`src/rtl/lock_pkg.sv`:
```
// Shared types and constants for the door-lock sequencer.
package lock_pkg;

   typedef enum logic [2:0] {
      StIdle,
      StEntry,
      StCheck,
      StFail,
      StOpen,
      StCfgPw,
      StCfgTmp,
      StLocked
   } state_t;

   localparam logic [3:0]  KEY_STAR   = 4'hA;
   localparam logic [3:0]  KEY_HASH   = 4'hB;
   localparam int unsigned NUM_DIGITS = 4;

   // Bits needed to hold the larger of the two dwell counts.
   function automatic int unsigned timer_width(input int unsigned a, input int unsigned b);
      int unsigned m;
      m = (a > b) ? a : b;
      return (m < 1) ? 1 : $clog2(m + 1);
   endfunction

endpackage

```
`src/rtl/lock_timer.sv`:
```
// Down-counting dwell timer shared by the OPEN and LOCKED phases.
module lock_timer #(
   parameter int unsigned WIDTH = 8
) (
   input  logic             clk,
   input  logic             reset,
   input  logic             i_load,
   input  logic [WIDTH-1:0] i_load_val,
   input  logic             i_dec,
   output logic             o_done
);

   localparam logic [WIDTH-1:0] ONE = WIDTH'(1);

   logic [WIDTH-1:0] r_cnt;

   // Load takes priority; decrement stops at zero.
   always_ff @(posedge clk) begin
      if (!reset) begin
         r_cnt <= '0;
      end else if (i_load) begin
         r_cnt <= i_load_val;
      end else if (i_dec && (r_cnt != '0)) begin
         r_cnt <= r_cnt - ONE;
      end
   end

   // Done on the last cycle of the dwell, so a load of N gives N cycles.
   assign o_done = (r_cnt <= ONE);

endmodule

```
`src/rtl/lock_ctrl.sv`:
```
// Door-lock sequencer: keypad decode, entry assembly, password check,
// door-open / lockout timing and password-store handshake.
module lock_ctrl
   import lock_pkg::*;
#(
   parameter int unsigned OPEN_CYCLES = 50,
   parameter int unsigned LOCK_CYCLES = 100,
   parameter int unsigned MAX_FAIL    = 3
) (
   input  logic        clk,
   input  logic        reset,
   input  logic        key_valid,
   input  logic [3:0]  key_code,
   input  logic [15:0] pw,
   input  logic [15:0] pw_temp,
   input  logic        pw_temp_valid,
   output logic [15:0] display,
   output logic        star,
   output logic        hash,
   output logic        correct,
   output logic        pw_temp_reset,
   output logic        door_open,
   output logic        lockout,
   output logic [1:0]  fail_cnt
);

   localparam int unsigned     TW         = timer_width(OPEN_CYCLES, LOCK_CYCLES);
   localparam logic [TW-1:0]   OPEN_LOAD  = TW'(OPEN_CYCLES);
   localparam logic [TW-1:0]   LOCK_LOAD  = TW'(LOCK_CYCLES);
   localparam logic [2:0]      CNT_FULL   = 3'(NUM_DIGITS);
   localparam logic [2:0]      FAIL_LIMIT = 3'(MAX_FAIL);

   logic        r_key_valid;
   logic [3:0]  r_key_code;
   state_t      r_state;
   logic [15:0] r_display;
   logic [2:0]  r_digit_cnt;
   logic [1:0]  r_fail_cnt;

   state_t      w_state_nxt;
   logic [15:0] w_display_nxt;
   logic [2:0]  w_cnt_nxt;
   logic [1:0]  w_fail_nxt;
   logic [2:0]  w_fail_inc;
   logic        w_digit;
   logic        w_shift_ok;
   logic        w_star_key;
   logic        w_hash_key;
   logic        w_fwd;
   logic        w_m_pw;
   logic        w_m_tmp;
   logic        w_tmr_load;
   logic [TW-1:0] w_tmr_val;
   logic        w_tmr_dec;
   logic        w_tmr_done;

   // Register the keypad strobe once; every decision below uses this copy.
   always_ff @(posedge clk) begin
      if (!reset) begin
         r_key_valid <= 1'b0;
         r_key_code  <= 4'h0;
      end else begin
         r_key_valid <= key_valid;
         r_key_code  <= key_code;
      end
   end

   assign w_digit    = r_key_valid && (r_key_code <= 4'd9);
   assign w_shift_ok = w_digit && (r_digit_cnt < CNT_FULL);
   assign w_star_key = r_key_valid && (r_key_code == KEY_STAR);
   assign w_hash_key = r_key_valid && (r_key_code == KEY_HASH);
   assign w_m_pw     = (r_display == pw);
   assign w_m_tmp    = pw_temp_valid && (r_display == pw_temp);
   assign w_fail_inc = {1'b0, r_fail_cnt} + 3'd1;

   // Store strobes only pass through inside an authenticated session.
   assign w_fwd = (r_state == StOpen) || (r_state == StCfgPw) || (r_state == StCfgTmp);
   assign star  = w_fwd && w_star_key;
   assign hash  = w_fwd && w_hash_key;

   assign display  = r_display;
   assign fail_cnt = r_fail_cnt;

   lock_timer #(
      .WIDTH (TW)
   ) u_timer (
      .clk        (clk),
      .reset      (reset),
      .i_load     (w_tmr_load),
      .i_load_val (w_tmr_val),
      .i_dec      (w_tmr_dec),
      .o_done     (w_tmr_done)
   );

   // Next-state, datapath updates and state-decoded outputs.
   always_comb begin
      w_state_nxt   = r_state;
      w_display_nxt = r_display;
      w_cnt_nxt     = r_digit_cnt;
      w_fail_nxt    = r_fail_cnt;
      w_tmr_load    = 1'b0;
      w_tmr_val     = '0;
      w_tmr_dec     = 1'b0;
      correct       = 1'b0;
      door_open     = 1'b0;
      lockout       = 1'b0;
      pw_temp_reset = 1'b0;
      unique case (r_state)
         StIdle: begin
            if (w_digit) begin
               w_display_nxt = {r_display[11:0], r_key_code};
               w_cnt_nxt     = 3'd1;
               w_state_nxt   = StEntry;
            end
         end
         StEntry: begin
            if (w_digit) begin
               if (w_shift_ok) begin
                  w_display_nxt = {r_display[11:0], r_key_code};
                  w_cnt_nxt     = r_digit_cnt + 3'd1;
               end
            end else if (w_star_key) begin
               w_display_nxt = 16'h0;
               w_cnt_nxt     = 3'd0;
               w_state_nxt   = StIdle;
            end else if (w_hash_key) begin
               w_state_nxt = (r_digit_cnt == CNT_FULL) ? StCheck : StFail;
            end
         end
         StCheck: begin
            if (w_m_pw || w_m_tmp) begin
               pw_temp_reset = w_m_tmp && !w_m_pw;
               w_fail_nxt    = 2'd0;
               w_tmr_load    = 1'b1;
               w_tmr_val     = OPEN_LOAD;
               w_state_nxt   = StOpen;
            end else begin
               w_state_nxt = StFail;
            end
         end
         StFail: begin
            w_fail_nxt    = w_fail_inc[1:0];
            w_display_nxt = 16'h0;
            w_cnt_nxt     = 3'd0;
            if (w_fail_inc >= FAIL_LIMIT) begin
               w_tmr_load  = 1'b1;
               w_tmr_val   = LOCK_LOAD;
               w_state_nxt = StLocked;
            end else begin
               w_state_nxt = StIdle;
            end
         end
         StOpen: begin
            correct   = 1'b1;
            door_open = 1'b1;
            w_tmr_dec = 1'b1;
            // A configuration request wins over a timeout in the same cycle.
            if (w_star_key || w_hash_key) begin
               w_display_nxt = 16'h0;
               w_cnt_nxt     = 3'd0;
               w_state_nxt   = w_star_key ? StCfgPw : StCfgTmp;
            end else if (w_tmr_done) begin
               w_display_nxt = 16'h0;
               w_cnt_nxt     = 3'd0;
               w_state_nxt   = StIdle;
            end
         end
         StCfgPw, StCfgTmp: begin
            if (w_shift_ok) begin
               w_display_nxt = {r_display[11:0], r_key_code};
               w_cnt_nxt     = r_digit_cnt + 3'd1;
            end else if ((r_state == StCfgPw) ? w_star_key : w_hash_key) begin
               // Display stays valid during the terminator cycle for the store.
               w_display_nxt = 16'h0;
               w_cnt_nxt     = 3'd0;
               w_state_nxt   = StIdle;
            end
         end
         StLocked: begin
            lockout   = 1'b1;
            w_tmr_dec = 1'b1;
            if (w_tmr_done) begin
               w_fail_nxt  = 2'd0;
               w_state_nxt = StIdle;
            end
         end
         default: w_state_nxt = StIdle;
      endcase
   end

   // State and datapath registers.
   always_ff @(posedge clk) begin
      if (!reset) begin
         r_state     <= StIdle;
         r_display   <= 16'h0;
         r_digit_cnt <= 3'd0;
         r_fail_cnt  <= 2'd0;
      end else begin
         r_state     <= w_state_nxt;
         r_display   <= w_display_nxt;
         r_digit_cnt <= w_cnt_nxt;
         r_fail_cnt  <= w_fail_nxt;
      end
   end

endmodule
```
`config.mk`:
```
export PLATFORM = sky130hd
export DESIGN_NAME = lock_ctrl
export DESIGN_NICKNAME = d
export VERILOG_FILES = /design/src/rtl/lock_pkg.sv /design/src/rtl/lock_timer.sv /design/src/rtl/lock_ctrl.sv
export SDC_FILE = /design/constraint.sdc
export NUM_CORES = 1
export LEC_CHECK = 0
export CAP_MARGIN = 10
export CORE_MARGIN = 2
export CORE_UTILIZATION = 43
export DETAILED_ROUTE_END_ITERATION = 10
export PLACE_DENSITY = 0.71
export SYNTH_ARGS = -nofsm -noshare
export SYNTH_HDL_FRONTEND = slang
export SYNTH_HIERARCHICAL = 1
export SYNTH_SLANG_ARGS = --single-unit
export TNS_END_PERCENT = 30
```
`constraint.sdc`:
```
create_clock -name clk -period 2.88 [get_ports clk]
set_clock_uncertainty 0.05 [all_clocks]
set_input_delay 0.288 -clock clk [delete_from_list [all_inputs] [get_ports clk]]
set_output_delay 0.288 -clock clk [all_outputs]
set_load 0.05 [all_outputs]
```
# Word-level counts from Yosys, hierarchy flattened

Cells that the tools add are included.

$add $sub $neg: 3
Multipliers: 0
Divide/modulo/power cells: 0
Magnitude comparators: 4
Eq/ne operators: 23
Shift-type cells: 0
Muxes and demuxes: 46
Bitwise operators: 0
Reduce and logical (&&, ||, !) cells: 24

Operators with widths:

| kind                                                                   | count |
|---|---|
| 16-bit 2-to-1 mux                                                      | 8 |
| 16-bit one-hot mux with 5 select lines                                 | 1 |
| 3-bit 2-to-1 mux                                                       | 16 |
| 16-bit equality test                                                   | 2 |
| 7-bit 2-to-1 mux                                                       | 3 |
| 3-bit one-hot mux with 7 select lines                                  | 1 |
| 3-bit equality test (second input constant)                            | 5 |
| 3-bit one-hot mux with 5 select lines                                  | 1 |
| 7-bit one-hot mux with 2 select lines                                  | 1 |
| 3-bit != test (second input constant)                                  | 4 |
| 2-bit != test (second input constant)                                  | 5 |
| 1-bit logical AND                                                      | 9 |
| 1-bit 2-to-1 mux                                                       | 9 |
| 4-bit equality test (second input constant)                            | 2 |
| 7-bit by 1-bit <= comparator with 1-bit output (second input constant) | 1 |
| 7-bit nonzero test                                                     | 1 |
| 7-bit by 1-bit subtractor with 7-bit output (second input constant)    | 1 |
| 3-bit by 2-bit equality test with 1-bit output (second input constant) | 2 |
| 2-bit 2-to-1 mux                                                       | 3 |
| 6-bit 2-to-1 mux                                                       | 1 |
| 2-bit one-hot mux with 3 select lines                                  | 1 |
| 6-bit AND reduction                                                    | 1 |
| 5-bit AND reduction                                                    | 1 |
| 5-bit nonzero test                                                     | 1 |
| other kinds (16)                                                       | 20 |

Register bits: 36
Bits in latches: 0
Bits in writable memories: 0
Bits in read-only memories: 0
Input port bits: 40
Output and inout bits: 24
Logic and storage cells: 107
Memories kept: 0

# Depth between registers and ports, before layout

Gate-level depths: netlist (run 1).

Depth after elaboration: 6
Gate-level depth with buffers: 10
Depth with buffers taken out: 9

# By module

Netlist (run 1), hierarchy kept.

Modules (own cells, without submodules):

| module     | instances | cells each | area each (um2) | seq. area each (um2) |
|---|---|---|---|---|
| lock_ctrl  | 1         | 234        | 1854.3          | 580.6 |
| lock_timer | 1         | 52         | 442.9           | 140.1 |

# Worst setup path after synthesis (run 1)

OpenSTA, ideal clock, no wires.

Path kind: register to output
Start point: register r_display[14], in the netlist display[14]
End point: output pw_temp_reset
Arrival time: 2.733 ns
Data required time: 2.542 ns
Path slack: -0.191 ns
Cell stages (with the launch flop): 6
Path buffers: 0
Cell sequence: dfxtp_1 xor2_1 or4_1 or4_4 or2_4 nor2_1

Word-level cells in the longest chain between the ends: 5
Elaborated cells between the ends (all ways): 8
Those cells by class: eq/ne: 2; mux: 2; reduce/logical: 4

Ends and longest elaborated chain:

| what                                                  | RTL line                           | source |
|---|---|---|
| start: declaration                                    | lock_ctrl.sv:36                    | `logic [15:0] r_display;` |
| start signal: assignment                              | lock_ctrl.sv:200                   | `r_display <= w_display_nxt;` |
| 16-bit equality test, on equally long branches        | lock_ctrl.sv:73, lock_ctrl.sv:72   |  |
| 1-bit logical AND or 1-bit zero test (tied branches)  | lock_ctrl.sv:73, lock_ctrl.sv:132  |  |
| 1-bit logical AND or 1-bit logical OR (tied branches) | lock_ctrl.sv:132, lock_ctrl.sv:131 |  |
| 1-bit 2-to-1 mux *                                    | lock_ctrl.sv:131                   | `if (w_m_pw \|\| w_m_tmp) begin` |
| 1-bit 2-to-1 mux *                                    | lock_ctrl.sv:108                   | `unique case (r_state)` |
| end: declaration                                      | lock_ctrl.sv:21                    | `output logic pw_temp_reset,` |

Every way passes the cells marked *; elsewhere a longest branch is shown, timed or not.

# Worst setup path after layout (run 1)

Start point: input pw_temp[14]
End point: output pw_temp_reset

Word-level cells in the longest chain between the ends: 5
Elaborated cells between the ends (all ways): 6
Those cells by class: eq/ne: 1; mux: 2; reduce/logical: 3

Ends and longest elaborated chain:

| what                                                  | RTL line                           | source |
|---|---|---|
| start: declaration                                    | lock_ctrl.sv:15                    | `input logic [15:0] pw_temp,` |
| 16-bit equality test *                                | lock_ctrl.sv:73                    | `assign w_m_tmp = pw_temp_valid && (r_display == pw_temp);` |
| 1-bit logical AND *                                   | lock_ctrl.sv:73                    |  |
| 1-bit logical AND or 1-bit logical OR (tied branches) | lock_ctrl.sv:132, lock_ctrl.sv:131 |  |
| 1-bit 2-to-1 mux *                                    | lock_ctrl.sv:131                   |  |
| 1-bit 2-to-1 mux *                                    | lock_ctrl.sv:108                   |  |

Marked as above.

==> impl_metrics.py, run 1 <==
metrics = {
    "synth": {
        "yosysTopAreaCell": "dfxtp_1",
        "netlist_top_cells_count": "dfxtp_1 (36), nand2_1 (35), xor2_1 (20)",
        "syn_area_sq_mm": 0.002297,
        "synthMostInstantiatedCell": "dfxtp_1",
        "ys_seq_elements": 36,
        "synth_edf_count": 0,
        "yosysSeqAreaShare_pct": 31.37,
        "synth_top_area_share_pct": 31.37,
        "synth_cell_types": 63,
        "synth-async-reset-ratio_pct": 0,
        "yosys_most_used_dff": "dfxtp_1",
        "avgSynthCellArea_sq_um": 8.032,
        "synth.area.top_cells": "dfxtp_1 (31%), xor2_1 (7.6%), nand2_1 (5.7%), xnor2_1 (5.3%), o22ai_1 (4.6%)",
        "yosys_warnings": 6,
        "synthCells": 286,
    },
    "power": {
        "power_density_mw_per_mm2": 356.3,
        "ir_drop_mv": 0.2783,
        "power.leakage_nw": 1.112,
    },
    "worst_setup_path": {
        "cp_slowest_cell": "or4_1",
        "cp-end-kind": "primary output",
        "crit_arrival_ns": 2.46,
        "critPathBufInv": 2,
        "critical-path-top-delay-family": "simple AND/OR/NAND/NOR gates",
        "cp_cell_sequence": "clkdlybuf4s50_1, xor2_1, or4_1, or4_4, or2_4, nor2_2, buf_12",
        "required_ns": 2.54,
        "critPathLaunchType": "input port",
        "critical_path_class": "in2out",
        "critPathMaxStageDelay_ns": 0.53,
        "path_max_fanout": 3,
        "rrSetupSlack_ns": 0.34,
    },
    "floorplanning": {
        "start_util_pct": 44.69,
        "fp.coreArea_sq_mm": 0.005140,
        "die_h_microns": 77.09,
        "dieArea_sq_mm": 0.005943,
        "row_count": 26,
        "die_w_microns": 77.09,
        "io_pins": 64,
    },
    "routing": {
        "via_per_inst": 5.474,
        "wl_per_cell_microns": 14.92,
        "drc": 0,
        "via_count": 2288,
        "drt-initial-drc-count": 145,
        "dr.pass1.iters": 4,
        "drt.antenna.violating_nets": 0,
        "drt-total-wl_microns": 6238,
    },
    "clocking": {
        "hold_buffers": 0,
        "path_clk_slew_ns": 0.07,
        "cts_sinks": 36,
        "numCtsBuffers": 5,
        "post_cts_resize_count": 0,
        "clk_latency_ns": 0.28,
        "cts_htree_levels": 2,
        "tritoncts": "done",
        "clk_path_buf_depth": 2,
        "post_cts_buffers": 0,
        "root_buffer": "clkbuf_8",
    },
    "layout": {
        "areaGrowthSynthToFinish_pct": 35.35,
        "antenna_cells": 0,
        "finish.net_count": 395,
        "final_cell_area_sq_mm": 0.003109,
        "final_layout_size_suffix_gt1_share_pct": 7.184,
    },
    "run_status": {
        "status": "completed",
    },
    "sta": {
        "tightest_slew_ns": 0.5424,
        "maxSlewViolCount": 0,
        "rsz0062_at_grt": "false",
        "timing.fmax_ghz": 0.3576,
        "setup_ws_ns": 0.08329,
        "tns_ns": 0,
        "relSlewSlack_pct": 63.79,
        "setup_viol": 0,
        "fin_crit_sh_pct": 97.11,
        "finalHoldViolCount": 0,
        "min_period_ns": 2.797,
    },
    "global_route": {
        "grt.total_usage_pct": 21.43,
        "grt_antenna_before_repair": 0,
        "grt_pass1_vias": 2099,
        "gr-total-overflow": 0,
        "grt_pass1_wl_microns": 10440,
        "grt_max_degree": 26,
        "grt_use_met3_pct": 4.235,
        "grt_use_met1_pct": 29.68,
        "grt-busiest-layer": "met2",
        "use_met2_pct": 34.39,
    },
    "place": {
        "place_area_sq_mm": 0.003013,
        "place_ws_ns": 0.005103,
        "dpl.hpwl_microns": 4983,
        "gp_congestion": 0.8906,
        "io_buffers": 63,
    },
    "flow_run": {
        "drv_cap": 0,
    },
    "worst_hold_path": {
        "hold_path.class": "reg2reg",
    },
}
==> layer usage <==
| layer | wire length, microns | up-vias |
|---|---|---|
| met5 | 0 | - |
| met2 | 3006 | 60 |
| li1 | - | 1155 |
| met1 | 2768 | 1064 |
| met3 | 383 | 9 |
| met4 | 78 | 0 |
==> state kept, by name, indices dropped and copies added, names as in the netlist <==
register / flops
fail_cnt: 2
u_timer/r_cnt: 7
r_digit_cnt: 3
r_key_code: 4
r_key_valid: 1
display: 16
r_state: 3
==> placed cells by master (no fill, tap or decap), types with 4 or more instances in the layout <==
cell type | synthesis | layout
clkdlybuf4s50_1 | 0 | 62
dfxtp_1 | 36 | 36
nand2_1 | 35 | 35
xor2_1 | 20 | 20
o22ai_1 | 17 | 17
a21oi_1 | 15 | 15
xnor2_1 | 14 | 14
nor2_1 | 14 | 13
inv_1 | 12 | 12
o21ai_0 | 11 | 11
nor3_1 | 7 | 7
ha_1 | 7 | 7
clkbuf_8 | 0 | 7
and2_1 | 6 | 6
buf_4 | 1 | 6
nand4_1 | 5 | 5
nand3_1 | 5 | 5
nand2b_1 | 4 | 4
nor4_1 | 4 | 4
a31oi_1 | 4 | 4
==> per-stage QoR <==
step	hold slack [ns]	power (mW)	std cells	utilization, %
after floorplan	0.3555	0.6435	287	-
after global placement	0.4318	0.7346	411	58.62
after detailed placement	0.4459	0.7373	411	58.62
after CTS	0.4532	1.117	418	60.49
after global routing	0.5012	1.162	418	60.49
final	0.4493	1.108	418	60.49
==> worst reg2reg max path, delay by kind of cell (launching register included) <==
kind	cells	cell delay, ns
AO/OA/AOI/OAI	2	0.32
buffers and inverters	1	0.14
XOR/XNOR	1	0.18
AND/OR/NAND/NOR	4	1.42
flip-flops	1	0.36
==> layout make-up <==
type,count,area (sq um)
fill,483,2031
sequential,36,720.7
inverter,12,45.04
tap,70,87.58
timing repair buffer,69,685.7
clock buffer,7,96.34
multi-input combinational,224,1474
==> final timing paths <==
check,from,end,cells after the start
hold / removal,r_digit_cnt[1],r_digit_cnt[1],2
setup reg to reg,display[14],u_timer/r_cnt[3],8
setup / recovery,pw_temp[14],pw_temp_reset,7
hold reg to reg,r_digit_cnt[1],r_digit_cnt[1],2
==> power breakdown <==
part	leakage (nW)	internal (mW)	switching (mW)
clock	0.0503	0.213	0.168
sequential	0.292	0.509	0.0187
combinational	0.770	0.103	0.0968
==> logic make-up after synthesis <==
logic type,Yosys count,share of synthesized area (%)
AO/OA/AOI/OAI,76,22.33
XOR/XNOR,34,12.96
adder cells (fa/ha/maj),7,3.812
buffers and inverters,27,4.738
flip-flops,36,31.37
multiplexers,2,0.8715
other,1,0.1632
AND/OR/NAND/NOR,103,23.75
Power figures use the tool's default switching activity.
==> inputs of run 2 (changes only) <==
--- a/config.mk
+++ b/config.mk
@@ -8,6 +8,7 @@
 export CAP_MARGIN = 10
 export CORE_MARGIN = 2
 export CORE_UTILIZATION = 43
+export CTS_BUF_LIST = sky130_fd_sc_hd__clkbuf_2
 export DETAILED_ROUTE_END_ITERATION = 10
 export PLACE_DENSITY = 0.71
 export SYNTH_ARGS = -nofsm -noshare
==> run 2 against run 1 <==
- worst hold slack got worse by 0.030 ns
- flip-flop and latch count did not move
- die area unchanged
- first-iteration DRC count fell by 15%
- critical path depth down 1
- clock power decreased by 44%
- sequential share of layout area grew 0.49 points
- core utilization is 0.73 points lower
==> impl_metrics.py, run 2 (synthesized netlist as in run 1, its figures left out) <==
metrics = {
    "layout": {
        "largest_register_ffs": 16,
        "layout_common_cells": "clkdlybuf4s50_1 (62), nand2_1 (35), dfxtp_1 (33)",
        "finish.net_count": 397,
        "final_common_cell": "clkdlybuf4s50_1",
        "areaGrowthSynthToFinish_pct": 33.71,
        "antenna_cells": 0,
        "final_layout_size_suffix_gt1_share_pct": 8.000,
        "stdcell_count": 420,
    },
    "clocking": {
        "cts_htree_levels": 2,
        "numCtsBuffers": 5,
        "clk_path_buf_depth": 2,
        "root_buffer": "clkbuf_2",
        "clk_latency_ns": 0.38,
        "path_clk_slew_ns": 0.18,
        "hold_buffers": 0,
        "cts_sinks": 36,
        "tritoncts": "done",
    },
    "worst_setup_path": {
        "critPathMaxStageDelay_ns": 0.53,
        "r2r-end": "u_timer/r_cnt[6]",
        "critPathLaunchType": "flop",
        "r2r-start": "display[14]",
        "cp_cell_sequence": "xor2_1, or4_1, or4_4, or2_4, nor2_4, buf_12",
        "required_ns": 2.54,
        "rrSetupSlack_ns": 0.34,
        "ff2ff_path_depth": 8,
        "cp-end-kind": "primary output",
        "critical_path_class": "reg2out",
        "crit_arrival_ns": 2.50,
        "path_max_fanout": 3,
        "cp_slowest_cell": "or4_1",
        "critPathBufInv": 1,
        "critical-path-top-delay-family": "simple AND/OR/NAND/NOR gates",
    },
    "global_route": {
        "grt_pass1_wl_microns": 10540,
        "grt.total_usage_pct": 21.78,
        "grt_antenna_before_repair": 0,
        "grt_max_degree": 26,
        "grt_pass1_vias": 2120,
        "gr-total-overflow": 0,
    },
    "routing": {
        "drt.antenna.violating_nets": 0,
        "drt-initial-drc-count": 123,
        "via_count": 2325,
        "via_per_inst": 5.536,
        "wl_per_cell_microns": 15.24,
        "drc": 0,
        "dr.pass1.iters": 4,
        "drt-total-wl_microns": 6400,
    },
    "place": {
        "dpl.hpwl_microns": 4983,
        "io_buffers": 63,
        "gp_congestion": 0.8906,
        "dp.cells": 411,
        "place_ws_ns": 0.005103,
    },
    "power": {
        "power_density_mw_per_mm2": 306.2,
        "ir_drop_mv": 0.2658,
        "power.leakage_nw": 1.099,
    },
    "flow_run": {
        "drv_cap": 0,
    },
    "floorplanning": {
        "fp.coreArea_sq_mm": 0.005140,
        "die_w_microns": 77.09,
        "io_pins": 64,
        "start_util_pct": 44.69,
        "dieArea_sq_mm": 0.005943,
        "row_count": 26,
        "die_h_microns": 77.09,
    },
    "sta": {
        "rsz0062_at_grt": "true",
        "setup_ws_ns": 0.04076,
        "setup_viol": 0,
        "min_period_ns": 2.839,
        "fin_crit_sh_pct": 98.58,
        "timing.fmax_ghz": 0.3522,
        "finalHoldViolCount": 0,
        "tightest_slew_ns": 0.5387,
        "maxSlewViolCount": 0,
        "relSlewSlack_pct": 64.04,
    },
    "run_status": {
        "status": "completed",
    },
    "worst_hold_path": {
        "holdPathEnd": "r_key_code[0]",
        "hp-start": "key_code[0]",
        "worstHoldPathCells": 2,
        "hold_path.class": "in2reg",
    },
}
==> run 2: cell count changes in the layout (fill, tap and decap cells not counted), sizes merged <==
cell,change
buf,+2
clkbuf,-2
clkinv,+2
==> run 2: final cells by class <==
cell class | count | area [sq um]
Sequential cell | 36 | 726.9
Multi-Input combinational cell | 224 | 1479
Tap cell | 70 | 87.58
Timing Repair Buffer | 71 | 700.7
Fill cell | 484 | 2068
Clock inverter | 2 | 7.507
Inverter | 12 | 45.04
Clock buffer | 5 | 25.02
==> run 2: where the power goes <==
group | switching [mW] | total [mW] | internal, mW
clock | 0.163 | 0.213 | 0.0501
sequential | 0.0189 | 0.528 | 0.509
combinational | 0.0975 | 0.200 | 0.103
total | 0.279 | 0.941 | 0.662
==> run 2: worst max-delay path by stage <==
stage	from	endpoint	slack, ns	cells past startpoint
after floorplan	display[14]	pw_temp_reset	0.03	5
after global placement	pw_temp[14]	u_timer/r_cnt[6]	0.05	9
after detailed placement	pw_temp[14]	u_timer/r_cnt[6]	0.005	9
after CTS	display[14]	pw_temp_reset	0.001	6
after global routing	display[14]	pw_temp_reset	-0.01	6
final	display[14]	pw_temp_reset	0.04	6
==> run 2: per-layer routing <==
layer | share of wire (%) | track usage [%] | routed length (microns)
met1 | 46 | 29.60 | 2945
met2 | 48 | 35.18 | 3086
met3 | 4.4 | 4.235 | 279
met4 | 1.4 | 6.071 | 89
met5 | 0 | 0 | 0
==> run 2: per-stage QoR <==
stage	util (%)	cell area (sq um)	setup TNS [ns]	power [mW]	hold WS, ns
after floorplan	-	2303	0	0.6435	0.3555
after global placement	58.62	3013	0	0.7346	0.4318
after detailed placement	58.62	3013	0	0.7373	0.4459
after CTS	59.32	3049	0	0.9463	0.3935
after global routing	59.76	3072	-0.01011	0.9890	0.3985
final	59.76	3072	0	0.9406	0.4190
==> run 2: what timing repair did <==
item                                    in CTS  in global routing
endpoints found under the setup margin       1                  1
setup buffers                                0                  2
resized for setup                            3                  2
